**config.mk**
```make
export PLATFORM = sky130hd
export DESIGN_NAME = mem_bus_arbiter_flat
export DESIGN_NICKNAME = d
export VERILOG_FILES = /design/src/rtl/mem_bus_arbiter_if.sv /design/src/rtl/mem_bus_arbiter.sv /design/src/flat_wrapper.sv
export SDC_FILE = /design/constraint.sdc
export NUM_CORES = 1
export LEC_CHECK = 0
export BUFFER_PORTS_ARGS = -buffer_cell sky130_fd_sc_hd__buf_4
export CAP_MARGIN = 20
export CORE_ASPECT_RATIO = 0.8
export CORE_MARGIN = 1.5
export CORE_UTILIZATION = 44
export DETAILED_ROUTE_END_ITERATION = 7
export HOLD_SLACK_MARGIN = 0.05
export PLACE_DENSITY = 0.86
export SETUP_SLACK_MARGIN = 0.3
export SLEW_MARGIN = 20
export SYNTH_ARGS = -nofsm -noshare
export SYNTH_HDL_FRONTEND = slang
export SYNTH_SLANG_ARGS = --single-unit
export TNS_END_PERCENT = 30
```
**constraint.sdc**
```tcl
create_clock -name clk -period 3.4 [get_ports clk]
set_clock_uncertainty 0.05 [all_clocks]
set_input_delay 0.68 -clock clk [delete_from_list [all_inputs] [get_ports clk]]
set_output_delay 0.68 -clock clk [all_outputs]
set_load 0.01 [all_outputs]
```
**src/rtl/mem_bus_arbiter_if.sv**
```systemverilog
// -----------------------------------------------------------------------------
// mem_bus_arbiter_if
//
// Purpose: one valid/ready memory request channel (16-bit address and data,
// 2-bit byte strobes). The same channel is used on both sides of the arbiter:
// from each requesting master into the arbiter, and from the arbiter out to
// the memory.
//
// Signals:
//   valid  request present; held with stable fields until ready
//   addr   16-bit address
//   wstrb  byte strobes; 2'b00 means read
//   wdata  16-bit write data
//   ready  one-cycle completion from the responder
//   rdata  16-bit read data, valid with ready
//
// Modports:
//   master  drives the request, receives the completion
//   slave   receives the request, drives the completion
// -----------------------------------------------------------------------------
interface mem_bus_arbiter_if;
  logic        valid;
  logic [15:0] addr;
  logic [1:0]  wstrb;
  logic [15:0] wdata;
  logic        ready;
  logic [15:0] rdata;

  modport master (output valid, addr, wstrb, wdata, input ready, rdata);
  modport slave  (input valid, addr, wstrb, wdata, output ready, rdata);
endinterface

```
**src/rtl/mem_bus_arbiter.sv**
```systemverilog
// -----------------------------------------------------------------------------
// mem_bus_arbiter
//
// Purpose: shares one 16-bit memory port between master 0 (core) and
// master 1 (loader/DMA/debug). The winning request is registered onto the
// memory port. The completion is routed back to the owning master only.
// Under contention, grants alternate round-robin.
//
// Optional feature: define MEM_ARB_TIMEOUT_EN to enable a slave-response
// watchdog. After TIMEOUT_CYCLES cycles in an ownership state without
// s.ready, the arbiter aborts the transfer. It completes it to the owner
// with rdata 16'hFFFF and pulses timeout_err. With the macro undefined, the
// arbiter waits indefinitely and timeout_err is tied low.
//
// Parameters:
//   TIMEOUT_CYCLES  watchdog limit, 1..65535 (used only with MEM_ARB_TIMEOUT_EN)
//
// Ports:
//   clk          system clock, rising edge
//   rst_n        asynchronous active-low reset
//   m0           master 0 request channel (arbiter is the slave side)
//   m1           master 1 request channel (arbiter is the slave side)
//   s            memory channel (arbiter is the master side); registered fields
//   grant        one-hot current owner, registered; 2'b00 when idle
//   timeout_err  one-cycle pulse on watchdog abort
// -----------------------------------------------------------------------------
module mem_bus_arbiter #(
  parameter int unsigned TIMEOUT_CYCLES = 255
) (
  input  logic                    clk,
  input  logic                    rst_n,
  mem_bus_arbiter_if.slave        m0,
  mem_bus_arbiter_if.slave        m1,
  mem_bus_arbiter_if.master       s,
  output logic [1:0]              grant,
  output logic                    timeout_err
);

  typedef enum logic [1:0] {
    IDLE = 2'd0,
    OWN0 = 2'd1,
    OWN1 = 2'd2
  } state_e;

  state_e      state_q, state_d;
  logic        last_q, last_d;          // master served most recently
  logic [1:0]  grant_q, grant_d;
  logic        s_valid_q, s_valid_d;
  logic [15:0] s_addr_q, s_addr_d;
  logic [1:0]  s_wstrb_q, s_wstrb_d;
  logic [15:0] s_wdata_q, s_wdata_d;

  logic        done;         // current transfer ends this cycle
  logic        abort;        // ... and it ends by watchdog, not by the slave
  logic        wd_expired;
  logic [15:0] resp_data;

  // ---------------------------------------------------------------------------
  // Next-state and request capture
  // ---------------------------------------------------------------------------
  always_comb begin
    // NOTE: every signal written here gets a default first, so no path leaves
    // a value unassigned and no latch is inferred.
    state_d   = state_q;
    last_d    = last_q;
    grant_d   = grant_q;
    s_valid_d = s_valid_q;
    s_addr_d  = s_addr_q;
    s_wstrb_d = s_wstrb_q;
    s_wdata_d = s_wdata_q;
    done      = 1'b0;
    abort     = 1'b0;

    case (state_q)
      IDLE: begin
        // Master 0 wins when it is alone. On a tie, it wins if master 1 was
        // served last.
        if (m0.valid && (!m1.valid || last_q)) begin
          state_d   = OWN0;
          grant_d   = 2'b01;
          s_valid_d = 1'b1;
          s_addr_d  = m0.addr;
          s_wstrb_d = m0.wstrb;
          s_wdata_d = m0.wdata;
        end else if (m1.valid) begin
          state_d   = OWN1;
          grant_d   = 2'b10;
          s_valid_d = 1'b1;
          s_addr_d  = m1.addr;
          s_wstrb_d = m1.wstrb;
          s_wdata_d = m1.wdata;
        end
      end

      OWN0, OWN1: begin
        // Request inputs are ignored while owned; only the slave or the
        // watchdog can end the transfer. A real response beats a
        // simultaneous watchdog expiry.
        if (s.ready) begin
          done = 1'b1;
        end else if (wd_expired) begin
          done  = 1'b1;
          abort = 1'b1;
        end

        if (done) begin
          state_d   = IDLE;
          last_d    = (state_q == OWN1);
          grant_d   = 2'b00;
          s_valid_d = 1'b0;
          s_wstrb_d = 2'b00;
          s_wdata_d = 16'h0000;
          if (abort) begin
            s_addr_d = 16'h0000;
          end
        end
      end

      default: begin
        state_d   = IDLE;
        grant_d   = 2'b00;
        s_valid_d = 1'b0;
      end
    endcase
  end

  // ---------------------------------------------------------------------------
  // State registers
  // ---------------------------------------------------------------------------
  // NOTE: the reset is asynchronous. Outputs clear as soon as rst_n falls,
  // so an in-flight transfer is dropped with no completion to either master.
  always_ff @(posedge clk or negedge rst_n) begin
    if (!rst_n) begin
      state_q   <= IDLE;
      last_q    <= 1'b1;
      grant_q   <= 2'b00;
      s_valid_q <= 1'b0;
      s_addr_q  <= 16'h0000;
      s_wstrb_q <= 2'b00;
      s_wdata_q <= 16'h0000;
    end else begin
      // NOTE: sequential state uses non-blocking assignments, so every flop
      // samples the pre-edge values regardless of statement order.
      state_q   <= state_d;
      last_q    <= last_d;
      grant_q   <= grant_d;
      s_valid_q <= s_valid_d;
      s_addr_q  <= s_addr_d;
      s_wstrb_q <= s_wstrb_d;
      s_wdata_q <= s_wdata_d;
    end
  end

  // ---------------------------------------------------------------------------
  // Slave-response watchdog
  // ---------------------------------------------------------------------------
`ifdef MEM_ARB_TIMEOUT_EN
  // The count is 0 in the first ownership cycle. The limit is therefore
  // hit in cycle TIMEOUT_CYCLES of the ownership state.
  localparam logic [15:0] WD_LIMIT = 16'(TIMEOUT_CYCLES - 1);

  logic [15:0] wd_q, wd_d;

  always_comb begin
    wd_d = wd_q;
    if (state_q == IDLE || done) begin
      wd_d = 16'h0000;
    end else begin
      wd_d = wd_q + 16'd1;
    end
  end

  always_ff @(posedge clk or negedge rst_n) begin
    if (!rst_n) begin
      wd_q <= 16'h0000;
    end else begin
      wd_q <= wd_d;
    end
  end

  assign wd_expired  = (state_q != IDLE) && (wd_q == WD_LIMIT);
  assign timeout_err = abort;
`else
  logic unused_timeout_cfg;

  assign unused_timeout_cfg = ^TIMEOUT_CYCLES;
  assign wd_expired         = 1'b0;
  assign timeout_err        = 1'b0;
`endif

  // ---------------------------------------------------------------------------
  // Outputs
  // ---------------------------------------------------------------------------
  assign s.valid = s_valid_q;
  assign s.addr  = s_addr_q;
  assign s.wstrb = s_wstrb_q;
  assign s.wdata = s_wdata_q;
  assign grant   = grant_q;

  // The completion path is combinational from the slave. It is gated by
  // grant_q, so only the owner ever sees ready or data.
  assign resp_data = abort ? 16'hFFFF : s.rdata;
  assign m0.ready  = done & grant_q[0];
  assign m1.ready  = done & grant_q[1];
  assign m0.rdata  = grant_q[0] ? resp_data : 16'h0000;
  assign m1.rdata  = grant_q[1] ? resp_data : 16'h0000;

endmodule
```
**src/flat_wrapper.sv**
```systemverilog
// flat-port wrapper written by rule: the top's interface ports become plain ports
module mem_bus_arbiter_flat 
#(
  parameter int unsigned TIMEOUT_CYCLES = 255
)
  (clk, rst_n, grant, timeout_err, m0_valid, m0_addr, m0_wstrb, m0_wdata, m0_ready, m0_rdata, m1_valid, m1_addr, m1_wstrb, m1_wdata, m1_ready, m1_rdata, s_valid, s_addr, s_wstrb, s_wdata, s_ready, s_rdata);
  mem_bus_arbiter_if m0_i ();
  mem_bus_arbiter_if m1_i ();
  mem_bus_arbiter_if s_i ();
  input  logic clk;
  input  logic rst_n;
  output logic [1:0] grant;
  output logic timeout_err;
  input wire logic [$bits(m0_i.valid)-1:0] m0_valid;
  input wire logic [$bits(m0_i.addr)-1:0] m0_addr;
  input wire logic [$bits(m0_i.wstrb)-1:0] m0_wstrb;
  input wire logic [$bits(m0_i.wdata)-1:0] m0_wdata;
  output wire logic [$bits(m0_i.ready)-1:0] m0_ready;
  output wire logic [$bits(m0_i.rdata)-1:0] m0_rdata;
  input wire logic [$bits(m1_i.valid)-1:0] m1_valid;
  input wire logic [$bits(m1_i.addr)-1:0] m1_addr;
  input wire logic [$bits(m1_i.wstrb)-1:0] m1_wstrb;
  input wire logic [$bits(m1_i.wdata)-1:0] m1_wdata;
  output wire logic [$bits(m1_i.ready)-1:0] m1_ready;
  output wire logic [$bits(m1_i.rdata)-1:0] m1_rdata;
  output wire logic [$bits(s_i.valid)-1:0] s_valid;
  output wire logic [$bits(s_i.addr)-1:0] s_addr;
  output wire logic [$bits(s_i.wstrb)-1:0] s_wstrb;
  output wire logic [$bits(s_i.wdata)-1:0] s_wdata;
  input wire logic [$bits(s_i.ready)-1:0] s_ready;
  input wire logic [$bits(s_i.rdata)-1:0] s_rdata;
  assign m0_i.valid = m0_valid;
  assign m0_i.addr = m0_addr;
  assign m0_i.wstrb = m0_wstrb;
  assign m0_i.wdata = m0_wdata;
  assign m0_ready = m0_i.ready;
  assign m0_rdata = m0_i.rdata;
  assign m1_i.valid = m1_valid;
  assign m1_i.addr = m1_addr;
  assign m1_i.wstrb = m1_wstrb;
  assign m1_i.wdata = m1_wdata;
  assign m1_ready = m1_i.ready;
  assign m1_rdata = m1_i.rdata;
  assign s_valid = s_i.valid;
  assign s_addr = s_i.addr;
  assign s_wstrb = s_i.wstrb;
  assign s_wdata = s_i.wdata;
  assign s_i.ready = s_ready;
  assign s_i.rdata = s_rdata;
  mem_bus_arbiter #(.TIMEOUT_CYCLES(TIMEOUT_CYCLES)) u_core (.clk(clk), .rst_n(rst_n), .m0(m0_i), .m1(m1_i), .s(s_i), .grant(grant), .timeout_err(timeout_err));
endmodule
```
==> results.yml <==
placed_design:
  portBuffers: 159
  place_congestion: 0.773
  dp_hpwl_um: 4750
  place_inst: 419
  dpl_worst_slack_ns: 0.484
final_layout:
  finalNonFillerCells: 427
  syn_to_final_growth_pct: 59.9
  antenna_cells: 0
  layout.nets: 457
  utilization_pct: 74.3
  n_fill_cell: 366
  drive_gt1_share_pct: 55.0
worst_setup_path:
  critPathRequiredTime_ns: 3.48
  worstSetupStartpoint: "u_core.state_q[0]$_DFFE_PN0P_"
  cp-end-kind: "flop"
  max_stage_delay_ns: 0.59
  crit_path_start_kind: "flop"
  crit_end: "u_core.s.wdata[12]$_DFFE_PN0P_"
  cp.arrival_ns: 2.69
  slowest_stage: "dfrtp_1"
  cp_max_fo: 34
  crit_chain: "inv_1 -> ha_1 -> nor2b_1 -> a211o_1 -> or2_4 -> o21ai_0"
  regToRegStartpoint: "u_core.state_q[0]$_DFFE_PN0P_"
  critical_path_class: "reg2reg"
  reg2reg_setup_slack_ns: 0.79
  worstRegToRegCells: 6
  r2r_end: "u_core.s.wdata[12]$_DFFE_PN0P_"
floorplan:
  start_util_pct: 46.4
  fp.coreArea_um2: 4650
  row_count: 22
  io-pin-count: 161
  dieArea_um2: 5340
  die_w_um: 81.4
  die_height_um: 65.7
clocking:
  hold_buffers: 0
  tritoncts: "done"
  clk_pin_slew_ns: 0.07
  cts_root_buffer: "clkbuf_8"
  clkLatencyLatePin_ns: 0.28
  cts-htree-levels: 2
  cts.sinks: 38
  cts.path.max_buffers: 2
  cts_made_buffers: 5
route:
  wl_per_cell_um: 14.2
  routed_wl_um: 6050
  ant_nets: 0
  vias: 2071
  dr.pass1.iters: 4
  avgViaCountPerCell: 4.85
  drc: 0
  dr.first_iter.drc_count: 69
yosys:
  yosys-top-cells-area: "dfrtp_1 43%, mux2i_1 16%, o21ai_2 12%"
  yosys.area.top_type: "dfrtp_1"
  synth_seq_cells: 38
  syn_inst: 213
  ys_warn_count: 0
  seq_area_frac_synth_pct: 44.1
  syn_avg_cell_area_um2: 10.1
  synthTopCellsByCount: "37 x dfrtp_1, 36 x nand2_1, 34 x mux2i_1, 32 x and2_1, 30 x o21ai_2"
  synth_cell_types: 24
  syn_area_um2: 2160
  synthArstFlopShare_pct: 100
  synth_top_area_share_pct: 42.8
  syn-num-nets: 304
  synth-edff-count: 0
  synth_top_flop_cell: "dfrtp_1"
  synth.most_common_cell: "dfrtp_1"
min_path:
  holdCritPathClass: "in2async"
global_route:
  grt_max_degree: 39
  antenna_found_initial: 0
  grt_overflow_total: 0
  grt_pass1_vias: 1906
  grt_pass1_wl_um: 9000
  track_usage_pct: 22.4
sta:
  worst_pin_slew_ns: 0.690
  finalCritPeriodShare_pct: 76.7
  max_freq_mhz: 383
  layout_min_cycle_time_ns: 2.61
  slew_headroom_pct: 53.9
  timing.final.ws_setup_ns: 0.791
  slew_violations: 0
  final.setup.tns_ns: 0
  rsz0062_at_grt: "false"
  hold_violations: 0
  setup_viol: 0
pwr:
  powerDensity_nw_per_um2: 784
  power_leakage_nw: 1.91
  max-vdd-ir-drop_v: 0.000503
status:
  status: "finished clean"
flow_run:
  cap_viol_max_count: 0
[metrics by stage]
step / area, um2 / power, mW / hold slack [ns]
floorplan: 2160 / 1.82 / 0.334
global placement: 3360 / 2.35 / 0.412
detailed placement: 3360 / 2.41 / 0.417
CTS: 3450 / 2.73 / 0.309
global route: 3460 / 2.91 / 0.317
finish: 3460 / 2.71 / 0.292
[state kept, by name (all words and copies together), names as in the netlist]
signal,flops
u_core.last_q,1
u_core.s.addr,16
u_core.s.wstrb,2
u_core.s.wdata,16
u_core.s.valid,1
u_core.state_q,2
[how the worst min path moves through the flow]
| stage | cells after the start | endpoint |
|---|---|---|
| 2_1_floorplan | 0 | u_core.s.addr[0]$_DFFE_PN0P_ |
| 3_3_place_gp | 2 | u_core.s.wdata[8]$_DFFE_PN0P_ |
| 3_5_place_dp | 2 | u_core.s.wdata[9]$_DFFE_PN0P_ |
| 4_1_cts | 1 | u_core.s.addr[3]$_DFFE_PN0P_ |
| 5_1_grt | 1 | u_core.s.addr[3]$_DFFE_PN0P_ |
| 6_report | 1 | u_core.s.addr[3]$_DFFE_PN0P_ |
[timing repair]
item                                    CTS  global route
endpoints found under the setup margin    0             4
setup buffers                             0             0
resized for setup                         0             1
[layout by cell type (no fill, tap or decap), drive strengths merged, types with 2 or more instances in the layout]
master,n
a21oi,3
buf,161
and2,32
inv,3
dfrtp,37
o21ai,35
ha,2
mux2i,34
nand2,36
nor2,6
clkbuf,7
[area by class of cell]
type                            instances  area (um2)  share of cell area (%)
Sequential cell                        38         952                    27.6
Tap cell                               60        75.1                    2.17
Clock buffer                            7        86.3                    2.50
Multi-Input combinational cell        157        1100                    32.0
Clock inverter                          1        5.00                   0.145
Timing Repair Buffer                  161        1220                    35.3
Inverter                                3        11.3                   0.326
[power by group]
part	leakage (nW)	internal (mW)	total (mW)	switching, mW
combinational	1.38	0.755	1.59	0.832
clock	0.0482	0.164	0.310	0.146
sequential	0.476	0.668	0.811	0.143
[critical path: cells and delay by family (launching register included)]
family	cells	cell delay, ns
and+or+nand+nor	2	0.83
DFF	1	0.59
adders and majority gates	1	0.40
AOI/OAI and AO/OA	2	0.38
buffers and inverters	1	0.19
[per-layer routing]
| metal | share of wire, % | GRT usage, % | wire, um | vias to the layer above |
|---|---|---|---|---|
| met4 | 2.0 | 8.19 | 118 | 0 |
| met5 | 0 | 0 | 0 | - |
| met2 | 52 | 40.6 | 3170 | 78 |
| met1 | 39 | 26.3 | 2370 | 960 |
| met3 | 6.5 | 4.03 | 392 | 11 |
| li1 | - | - | - | 1022 |
[kinds of logic (layout without fill, tap and decap cells)]
logic type               count (synthesis)  after routing  synth area share [%]
other                                    1              1                 0.174
adder cells (fa/ha/maj)                  2              2                  1.16
multiplexers                            35             35                  16.3
buffers and inverters                   18            172                  5.44
flip-flops                              38             38                  44.1
AND/OR/NAND/NOR                         78             78                  17.8
AO/OA/AOI/OAI                           41             41                  15.1
Power figures use the tool's default switching activity.
